**src/rtl/key_tone_uart.sv**
```systemverilog
// key_tone_uart: keypad event FIFO feeding an 8N1 UART transmitter and a timed square-wave tone engine.
module key_tone_uart #(
  parameter int KEY_W     = 4,
  parameter int DEPTH     = 8,
  parameter int BAUD_DIV  = 5208,
  parameter int NOTE_CYC  = 25000000,
  parameter int TONE_BASE = 95556,
  parameter int TONE_STEP = 4000
) (
  input  logic                     clk,
  input  logic                     rst,
  input  logic                     key_valid,
  input  logic [KEY_W-1:0]         key_code,
  input  logic [1:0]               mode,
  output logic                     tx_out,
  output logic                     piano_out,
  output logic [KEY_W-1:0]         last_code,
  output logic [$clog2(DEPTH):0]   fifo_count,
  output logic                     fifo_full,
  output logic                     overflow,
  output logic                     busy
);
  localparam int AW = $clog2(DEPTH);
  localparam int CW = AW + 1;
  localparam int BW = $clog2(BAUD_DIV);
  localparam int NW = $clog2(NOTE_CYC + 1);
  localparam int HW = $clog2(TONE_BASE + 1);
  typedef enum logic [1:0] {IDLE, START, DATA, STOP} state_t;
  state_t state, state_n;
  logic [KEY_W-1:0] mem [DEPTH];
  logic [KEY_W-1:0] rd_code;
  logic [AW-1:0] wr_ptr, rd_ptr;
  logic [BW-1:0] baud, baud_n;
  logic [2:0] bit_idx, bit_n;
  logic [7:0] shreg;
  logic tone_act;
  logic [NW-1:0] note_cnt;
  logic [HW-1:0] half, ph;
  logic accept, push, pop, start_uart, start_tone, baud_end;
  assign rd_code    = mem[rd_ptr];
  assign fifo_full  = fifo_count == CW'(DEPTH);
  assign accept     = key_valid && mode != 2'b11;
  assign pop        = fifo_count != '0 && (mode == 2'b00 ? state == IDLE && !tone_act :
                                           mode == 2'b01 ? state == IDLE :
                                           mode == 2'b10 ? !tone_act : 1'b1);
  assign push       = accept && (!fifo_full || pop);
  assign start_uart = pop && !mode[1];
  assign start_tone = pop && !mode[0];
  assign baud_end   = baud == BW'(BAUD_DIV - 1);
  always_ff @(posedge clk)
    if (push) mem[wr_ptr] <= key_code;
  always_ff @(posedge clk) begin
    if (rst) begin
      wr_ptr     <= '0;
      rd_ptr     <= '0;
      fifo_count <= '0;
      last_code  <= '0;
      overflow   <= 1'b0;
    end else begin
      if (push) wr_ptr <= wr_ptr + AW'(1);
      if (push) last_code <= key_code;
      if (pop) rd_ptr <= rd_ptr + AW'(1);
      fifo_count <= fifo_count + CW'(push) - CW'(pop);
      if (accept && !push) overflow <= 1'b1;
    end
  end
  always_comb begin
    state_n = state;
    baud_n  = baud;
    bit_n   = bit_idx;
    if (state == IDLE) begin
      if (start_uart) begin
        state_n = START;
        baud_n  = '0;
        bit_n   = '0;
      end
    end else begin
      baud_n = baud_end ? '0 : baud + BW'(1);
      if (baud_end) state_n = state == START ? DATA : state == STOP ? IDLE : bit_idx == 3'd7 ? STOP : DATA;
      if (baud_end && state == DATA) bit_n = bit_idx + 3'd1;
    end
  end
  // tx_out and busy are registered, so both lag the state register by one cycle
  always_ff @(posedge clk) begin
    if (rst) begin
      state   <= IDLE;
      baud    <= '0;
      bit_idx <= '0;
      shreg   <= '0;
      tx_out  <= 1'b1;
      busy    <= 1'b0;
    end else begin
      state   <= state_n;
      baud    <= baud_n;
      bit_idx <= bit_n;
      if (start_uart) shreg <= 8'(rd_code);
      tx_out  <= state == START ? 1'b0 : state == DATA ? shreg[bit_idx] : 1'b1;
      busy    <= state != IDLE || tone_act;
    end
  end
  // ph counts cycles spent at the current level; the note is cut off after NOTE_CYC output cycles
  always_ff @(posedge clk) begin
    if (rst) begin
      tone_act  <= 1'b0;
      note_cnt  <= '0;
      half      <= '0;
      ph        <= '0;
      piano_out <= 1'b0;
    end else if (start_tone) begin
      tone_act <= 1'b1;
      note_cnt <= '0;
      half     <= HW'(TONE_BASE - TONE_STEP * int'(rd_code));
    end else if (tone_act) begin
      if (note_cnt == NW'(NOTE_CYC)) begin
        tone_act  <= 1'b0;
        piano_out <= 1'b0;
      end else begin
        note_cnt  <= note_cnt + NW'(1);
        piano_out <= note_cnt == '0 ? 1'b1 : ph == half ? !piano_out : piano_out;
        ph        <= note_cnt == '0 || ph == half ? HW'(1) : ph + HW'(1);
      end
    end
  end
endmodule
```
**config.mk**
```make
export PLATFORM = sky130hd
export DESIGN_NAME = key_tone_uart
export DESIGN_NICKNAME = d
export VERILOG_FILES = /design/src/rtl/key_tone_uart.sv
export SDC_FILE = /design/constraint.sdc
export NUM_CORES = 1
export LEC_CHECK = 0
export CAP_MARGIN = 20
export CORE_UTILIZATION = 28
export DETAILED_ROUTE_END_ITERATION = 7
export HOLD_SLACK_MARGIN = 0.05
export PLACE_DENSITY = 0.45
export SLEW_MARGIN = 20
export SYNTH_ARGS = -nofsm -noshare
export SYNTH_HDL_FRONTEND = slang
export SYNTH_SLANG_ARGS = --single-unit
```
**constraint.sdc**
```tcl
create_clock -name clk -period 6.3 [get_ports clk]
set_clock_uncertainty 0.2 [all_clocks]
set_input_delay 1.89 -clock clk [delete_from_list [all_inputs] [get_ports clk]]
set_output_delay 1.89 -clock clk [all_outputs]
set_load 0.01 [all_outputs]
```
# Yosys cells after proc, flatten, opt, wreduce, memory -nomap -nowiden
# Memory sizes are Yosys's and may differ from the RTL's. A register that Yosys moved wholly into a read port is not among the register bits.
# Index checks and enable logic that the tools add are counted.
# totals
reg_bits	100
ram_bits	32
output_inout_bits	13
word_cells	103
memories	1
# op_classes
add_sub_neg	9
multipliers	1
magnitude_cmp	1
eq_ne	12
n_mux	30
n_bitwise	2
reduce_logical	31
# mem_list
memory	depth	width	rd	rd_clocked_by_memory_dff	write_ports	line_no	text
mem	8	4	1	1	1	30	logic [KEY_W-1:0] mem [DEPTH];
# ops
operator	n
2-to-1 mux 13 bit	3
adder 25 x 1 -> 25 bit, second input constant	1
equality test 25 bit, second input constant	1
logical NOT 25 bit	1
adder 17 x 1 -> 17 bit, second input constant	1
equality test 17 bit	1
2-to-1 mux 17 bit	1
subtractor 17 x 16 -> 17 bit, first input constant	1
2-to-1 mux 1 bit	15
2-to-1 mux 3 bit	5
adder 13 x 1 -> 13 bit, second input constant	1
equality test 13 bit, second input constant	1
multiplier 7 x 4 -> 11 bit, first input constant	1
2-to-1 mux 2 bit	5
adder 3 x 1 -> 3 bit, second input constant	3
logical AND 1 bit	8
equality test 2 bit, second input constant	3
logical NOT 1 bit	6
AND reduction 2 bit	3
AND reduction 3 bit	2
nonzero test 2 bit	3
adder 4 x 1 -> 4 bit	1
equality test 2 x 1 -> 1 bit, second input constant	2
equality test 4 bit, second input constant	1
other kinds (11)	16

# Logic depth before layout (Yosys ltp)
# Gate-level depths: netlist of the first run.
# depth
depth_word	9
ltp_mapped	17

# Least setup slack after synthesis of the first run
# OpenSTA, ideal clock, no wires.
# synth_path
kind	register -> register
startpoint	register (tool-made name)
endpoint	register half[15]
setup_time_ps	117
arrival_time_ps	4309
required_ps	5983
slack_ps	1675
stages_incl_launch_ff	16
n_path_buf	1
period_less_slack_ps	4625
cell_sequence	dfxtp_1 buf_6 mux4_1 mux2_2 fa_1 inv_1 fa_1 inv_1 ha_1 a21o_1 a221oi_1 mux2i_1 o311a_4 and4bb_1 xor2_1 a22o_1
# synth_lines
element	line_no	text
end signal, assigned	112	half <= HW'(TONE_BASE - TONE_STEP * int'(rd_code));
end, declared	38	logic [HW-1:0] half, ph;

==> reports/results.ini, run 1 <==
[power_and_ir_drop]
power_switching_mw=1.91
ir_drop_v=0.000349
power_density_nw_per_um2=607
power_frac_clock_pct=22.5
seq_power_share_pct=22.3
swShare_pct=40.9
p_int_mw=2.76
p_comb_share_pct=55.2
leakage_nw=2.85

[synthesis]
seq_area_frac_synth_pct=44.9
async_flop_share_pct=0
synth_edf_count=32
synthCells=666
ys_ff_latch=131
synth_xor_area_share_pct=9.21
synthAdderAreaFrac_pct=8.73
synth_top_family_by_area=simple AND/OR/NAND/NOR gates
synth.area.mux_share_pct=4.29
ys_warn_count=0
synth_cell_types=64
synth-compound-area-share_pct=9.92
syn_area_um2=6560
synth.net_count=716
syn_avg_cell_area_um2=9.85
synth-simple-area-share_pct=19.9
synth_flop_cell=dfxtp_1

[drt]
routed_wl_mm=13.5
drtIter0Drc=222
vias=4717
via_per_inst=4.66
drc=0
dr.pass1.iters=4
wl_per_cell_um=13.3
drt.antenna.violating_nets=0

[clocking]
cts_made_buffers=17
hold_buffers=0
cts.sinks=131
cts-root-buf=clkbuf_16
clockBufferDepth=2
ctsResizeCount=0
clk_latency_ps=420
clkTransAtPathRegs_ps=60
h-tree-depth=4
post_cts_buffers=0
cts_tree=done

[die]
die_h_um=155
pin_count=22
fp.dieW_um=155
initial_utilization_pct=28.8
coreArea_um2=22800
num_rows=55
dieArea_um2=24000

[placement]
dp_cells=980
globalplace.congestion=0.729
hpwl_mm=9.71
portBuffers=21

[finish]
seq_area_um2=2940
final_cells=1012
syn_to_final_growth_pct=17.4
multi_input_area_um2=3430
nets=736
utilization_pct=33.8
drive_gt1_share_pct=7.87
fill_cells=2332
diodes=0

[global_route]
track_usage_pct=12.1
grt_pass1_vias=4780
grt_overflow=0
grt_pass1_wl_mm=23.4
antenna_found_initial=0
grt_start_max_net_pins=47

[flow_run]
drv_cap=0

[critical_path]
required_ps=6400
crit_arrival_ps=5210
path_max_fanout=10
end_kind=register
critPathLaunchType=register
r2r_cells=14
crit_type=reg2reg

[timing]
fin_crit_sh_pct=81.0
slew_violations=0
finalCriticalPeriod_ps=5100
tns_ps=0
rsz0062_at_grt=no
worstMarginPinSlew_ps=965
max_clock_freq_ghz=0.196
slew-limit-headroom_pct=35.6
setup_viol=0
finalHoldViolCount=0

[min_path]
min_path_cells=2
hp-class=reg2reg

[outcome]
status=finished, final reports clean

-- sequential cells by signal, summed over array words and instances, names as in the netlist, named ones only --
register and count:
mem 32, state 2, shreg 4, half 13, bit_idx 3, baud 13, tx_out 1, rd_ptr 3
last_code 4, ph 17, note_cnt 25, overflow 1, fifo_count 4, piano_out 1, wr_ptr 3, tone_act 1
busy 1
-- Yosys cell counts, drive strengths merged, types with 13 or more instances --
cell	instances	area share, %
a21oi	35	2.7
clkbuf	15	0.88
dfxtp	99	30
edfxtp	32	15
ha	33	6.3
inv	27	1.5
nand2	58	3.3
nand3	18	1.4
nand4	14	1.3
nor2	88	5.0
nor4	13	1.4
o21ai	18	1.4
xnor2	25	3.3
xor2	44	5.9
-- routing by layer --
layer / up-vias / wire length, um / global-route usage (%)
li1: 2391 / - / -
met1: 2258 / 6640 / 15.4
met4: 0 / 125 / 4.15
met2: 57 / 6320 / 20.3
met5: - / 0 / 0
met3: 11 / 385 / 2.70
-- cells by family after synthesis --
family                   Yosys count
flip-flops                       131
AND/OR/NAND/NOR                  261
buffers and inverters             48
multiplexers                      17
XOR/XNOR                          69
adder cells (fa/ha/maj)           41
AO/OA/AOI/OAI                     99
-- cells in the final DEF (no fill, tap or decap), drive strengths merged, types with 20 or more instances in the layout --
cell type and n:
a21oi 35, clkdlybuf4s50 20, dfxtp 99, edfxtp 32, ha 33, inv 30, nand2 58, nor2 88
xnor2 25, xor2 44
-- per-stage QoR --
stage / setup slack (ps) / total power, mW / cell area [um2] / hold slack (ps)
after floorplan: 1670 / 3.16 / 6560 / 244
after global placement: 1220 / 3.62 / 7060 / 247
after detailed placement: 1140 / 3.67 / 7070 / 252
after CTS: 1140 / 4.74 / 7700 / 260
after global routing: 869 / 5.15 / 7700 / 279
final: 1200 / 4.68 / 7700 / 257
-- worst paths after layout --
path                                  start                        end  slack (ps)
setup / recovery                   register      half[15]$_SDFFE_PP0P_        1200
hold / removal    last_code[2]$_SDFFE_PP0P_  last_code[2]$_SDFFE_PP0P_         260
setup reg to reg                   register      half[15]$_SDFFE_PP0P_        1200
hold reg to reg   last_code[2]$_SDFFE_PP0P_  last_code[2]$_SDFFE_PP0P_         260
-- power groups by stage --
stage / Clock (mW) / Combinational (mW) / Sequential, mW
final: 1.05 / 2.58 / 1.04
after global routing: 1.11 / 2.98 / 1.06
after CTS: 1.08 / 2.61 / 1.05
after detailed placement: 0 / 2.60 / 1.06
after global placement: 0 / 2.56 / 1.06
after floorplan: 0 / 2.13 / 1.03
-- critical path, stage by stage, from the launching register on --
cell and delay, ps:
dfxtp_1 670, mux4_1 620, mux2_2 350, fa_1 580, inv_1 100, fa_1 510
inv_1 40, ha_1 340, a21o_1 190, a221oi_1 410, mux2i_1 270, o311a_4 230
and4bb_1 200, xor2_1 70, a22o_1 190
-- area by class of cell --
class	count	share of cell area (%)
multi-input cells	487	44.5
flip-flops and latches	131	38.2
clock buffers	17	5.52
well taps	313	5.08
repair buffers	22	2.76
clock inverters	15	2.66
inverters	27	1.32
Power figures use the tool's default switching activity.
==> inputs of run 2 (changes only) <==
Clock period 6.3 ns to 4.7 ns, I/O delays scaled along.
==> run 2 against run 1 <==
Sequential power grew 34%; highest routed layer unchanged; cell count grew 2.1%; sequential share of layout area shrank 0.46 points; count of clock-buffer cells in the layout grew 5; sequential cell count is the same; hold slack lost 3.5 ps; die area is the same; setup slack lost 1000 ps; critical path depth is the same.
==> reports/results.ini, run 2 (same netlist as run 1, synthesis figures left out) <==
[outcome]
status=finished, final reports clean

[die]
coreArea_um2=22800
die_h_um=155
fp.dieW_um=155
num_rows=55
pin_count=22
dieArea_um2=24000
initial_utilization_pct=28.8

[timing]
fin_hold_ws_ps=253
setup_viol=0
max_clock_freq_ghz=0.222
rsz0062_at_grt=no
slew-limit-headroom_pct=49.2
finalHoldViolCount=0
tns_ps=0
worstMarginPinSlew_ps=759
fin_crit_sh_pct=95.8
slew_violations=0
finalCriticalPeriod_ps=4500

[drt]
dr.pass1.iters=4
drt.antenna.violating_nets=0
via_per_inst=4.62
drc=0
vias=4768
wl_per_cell_um=12.8
drtIter0Drc=194
routed_wl_mm=13.2

[finish]
largest-register=mem
fill_cells=2312
diodes=0
nets=757
syn_to_final_growth_pct=18.9
drive_gt1_share_pct=10.6
layout_commonest_cell=dfxtp_1
largest_register_ffs=32
mostFrequentLayoutCells=98 x dfxtp_1, 88 x nor2_1, 58 x nand2_1
reg.largest.list=mem x32, note_cnt x25, ph x17

[global_route]
grt_pass1_wl_mm=22.5
grt_start_max_net_pins=42
grt_pass1_vias=4627
track_usage_pct=11.8
grt_overflow=0
antenna_found_initial=0

[min_path]
hp-class=reg2reg

[critical_path]
crit_arrival_ps=4600
path_cells=mux4_1 -> mux2_2 -> fa_1 -> inv_1 -> fa_1 -> inv_1 -> ha_1 -> buf_4 -> o211ai_1 -> buf_4 -> o2bb2ai_2 -> xnor2_1 -> or3_1 -> a32o_1
end_kind=register
cpPeakStageDelay_ps=560
path_max_fanout=5
critPathLaunchType=register
crit_family=adder cells
cp_slowest_cell=mux4_1
cp.buffers_inverters=4
required_ps=4800
crit_type=reg2reg

[clocking]
cts.sinks=131
clk_latency_ps=420
cts-root-buf=clkbuf_16
h-tree-depth=4
cts_made_buffers=17
clockBufferDepth=2
cts_tree=done
clkTransAtPathRegs_ps=60
hold_buffers=0

[power_and_ir_drop]
seq_power_share_pct=21.5
power_frac_clock_pct=19.0
swShare_pct=41.0
power_switching_mw=2.65
power_density_nw_per_um2=828
p_int_mw=3.81
p_comb_share_pct=59.5
leakage_nw=2.92
ir_drop_v=0.000534

[placement]
portBuffers=21
hpwl_mm=9.76
globalplace.congestion=0.774

[flow_run]
drv_cap=0

run 2: changes by cell type in the layout (fill, tap and decap cells not counted), moves of 2 or more:
cell / previous run / this run
clkbuf_1: 0 / 2
bufinv_16: 4 / 0
inv_6: 3 / 0
buf_4: 1 / 22
clkinv_4: 3 / 5
clkbuf_8: 0 / 2
run 2: cell type report:
| cell class | instances | area [um2] | share of cell area (%) |
|---|---|---|---|
| Sequential cell | 131 | 2940 | 37.7 |
| Multi-Input combinational cell | 487 | 3430 | 44.0 |
| Inverter | 27 | 101 | 1.30 |
| Timing Repair Buffer | 43 | 370 | 4.75 |
| Clock buffer | 22 | 485 | 6.22 |
| Tap cell | 313 | 392 | 5.02 |
| Clock inverter | 10 | 76.3 | 0.978 |
run 2: stage by stage:
stage | setup WS (ps) | cell area (um2) | utilization, % | power (mW) | instances
2_1_floorplan | 74.6 | 6560 | - | 4.24 | 666
3_3_place_gp | 151 | 7210 | 31.7 | 5.11 | 1000
3_5_place_dp | 76.6 | 7210 | 31.7 | 5.17 | 1000
4_1_cts | 53.3 | 7780 | 34.1 | 6.43 | 1032
5_1_grt | 15.6 | 7800 | 34.2 | 7.08 | 1033
6_report | 196 | 7800 | 34.2 | 6.46 | 1033
run 2: power by group through the flow:
stage / sequential [mW] / clock, mW / combinational [mW]
finish: 1.39 / 1.23 / 3.84
floorplan: 1.39 / 0 / 2.85
global placement: 1.41 / 0 / 3.70
global route: 1.41 / 1.31 / 4.36
CTS: 1.39 / 1.26 / 3.78
detailed placement: 1.41 / 0 / 3.76
run 2: worst paths after layout:
path / cells after the start / end / from / slack [ps]
max: 14 / half[13]$_SDFFE_PP0P_ / register / 200
min: 2 / last_code[3]$_SDFFE_PP0P_ / last_code[3]$_SDFFE_PP0P_ / 250
max reg2reg: 14 / half[13]$_SDFFE_PP0P_ / register / 200
min reg2reg: 2 / last_code[3]$_SDFFE_PP0P_ / last_code[3]$_SDFFE_PP0P_ / 250
run 2: routing by layer:
metal	global-route usage [%]	wire (um)
met5	0	0
met4	4.20	175
met3	3.34	407
met2	18.8	6130
met1	15.2	6490
run 2: what timing repair did:
action | CTS | global route
endpoints found under the setup margin | 0 | 4
hold endpoints to repair | 0 | 0
gates resized for setup | 0 | 3
buffers inserted | 0 | 1
run 2: worst reg2reg max path, delay by kind of cell, from the launching register on:
| family | cells | cell delay, ps |
|---|---|---|
| AND/OR/NAND/NOR | 1 | 390 |
| AO/OA/AOI/OAI | 3 | 590 |
| adder cells (fa/ha/maj) | 3 | 1350 |
| flip-flops | 1 | 390 |
| multiplexers | 2 | 880 |
| buffers and inverters | 4 | 440 |
| XOR/XNOR | 1 | 150 |
==> variant (flow settings as in run 1) <==
Encoding of `state_t`: now one-hot (4 bits for 4 states).
--- a/src/rtl/key_tone_uart.sv
+++ b/src/rtl/key_tone_uart.sv
@@ -26,5 +26,5 @@
   localparam int NW = $clog2(NOTE_CYC + 1);
   localparam int HW = $clog2(TONE_BASE + 1);
-  typedef enum logic [1:0] {IDLE, START, DATA, STOP} state_t;
+  typedef enum logic [3:0] {IDLE = 4'b0001, START = 4'b0010, DATA = 4'b0100, STOP = 4'b1000} state_t;
   state_t state, state_n;
   logic [KEY_W-1:0] mem [DEPTH];
Formal check against the unedited RTL: same outputs for any inputs over 4 cycles, from zero or initial values and one cycle with rst high; so few cycles prove little.
==> variant against run 1 <==
  * Core utilization up 0.27 points
  * Die area rose by 1.2%
  * Final area up 1.4%
  * Largest cell class unchanged
  * Power decreased by 5.2%
  * Combinational power down 12%
  * Area after synthesis increased by 1.2%
  * Critical path type unchanged
  * Clock power grew 5%
  * Sequential cell count rose by 2
  * Routed wire length rose by 2.9%
  * Via count grew 3.5%
  * Setup slack better by 0.30 ns
  * Sequential share of layout area is essentially flat
==> variant: results (changes against run 1) <==
count of different cell masters after synthesis=62 (-3.1%); fill count=2318 (-0.60%); Post-Syn Area per Cell=9.50 um2 (-3.6%); crit path DAT=4.91 ns (-0.30 ns); Vias/cell=4.68 (+0.37%); logic gate share of total power=51.5% (-3.7 points); Synth Register Bits=133 (+1.5%); WL met1=6680 um (+0.63%); top cells by count, synth=nor2_1 (110), dfxtp_1 (101), nand2_1 (53), inv_1 (41), xor2_1 (39); Syn Nets=745 (+4.1%); Worst Hold Endpoint=last_code[3]; worst reg2reg path endpoint=half[16]; post-synthesis sequential area ratio=44.9% (+0.062 points); sequential power share=23.8% (+1.5 points); met3 GRT Util=3.14% (+0.44 points); synth top area cells=dfxtp_1 (30%), edfxtp_1 (14%), nor2_1 (6.2%); DRT Pass-1 Iters=5 (+1); share of layout cells above drive strength 1=7.80% (-0.071 points); Multi-In Gates=501 (+2.9%); outcome=complete, no violations; largest net degree at the start of global routing=43 (-8.5%); maximum fanout along the worst path=7 (-3); flop2flop setup slack=1.50 ns (+0.30 ns); multi-input combinational area share=43.5% (-0.92 points); Non-clk invs=41 (+52%); Total GRT Usage=12.3% (+0.14 points); Initial DRC Count=142 (-36%); FF+latch area=2980 um2 (+1.4%); static leakage=2.84 nW (-0.32%); M1 GR Usage=15.5% (+0.062 points); Signal buffers=24 (+9.1%); CP max stage delay=0.60 ns (-0.07 ns); detailed-route via count=4884 (+3.5%); first-pass GRT wire length=23700 um (+1.2%); Max IR drop VDD=0.351 mV (+0.73%)
variant: changes by cell type after synthesis, sizes merged, moves of 5 or more:
cell    delta
nand3      +5
xor2       -5
nor2      +23
a22o       -7
o21ai      +7
a211oi     +9
nand2      -5
inv       +14
variant: logic make-up after synthesis:
family	Yosys count	share of synthesized area [%]
AND/OR/NAND/NOR	276	20.0
flip-flops	133	44.9
AO/OA/AOI/OAI	105	10.2
XOR/XNOR	68	8.97
buffers and inverters	65	3.92
adder cells (fa/ha/maj)	37	7.87
multiplexers	15	4.14
variant: metrics by stage:
stage / util [%] / cell area [um2] / hold WS, ns / setup slack [ns]
2_1_floorplan: - / 6640 / 0.244 / 2.05
3_3_place_gp: 31.2 / 7150 / 0.253 / 1.33
3_5_place_dp: 31.2 / 7150 / 0.259 / 1.23
4_1_cts: 34.1 / 7810 / 0.270 / 1.41
5_1_grt: 34.1 / 7810 / 0.289 / 1.20
6_report: 34.1 / 7810 / 0.265 / 1.50
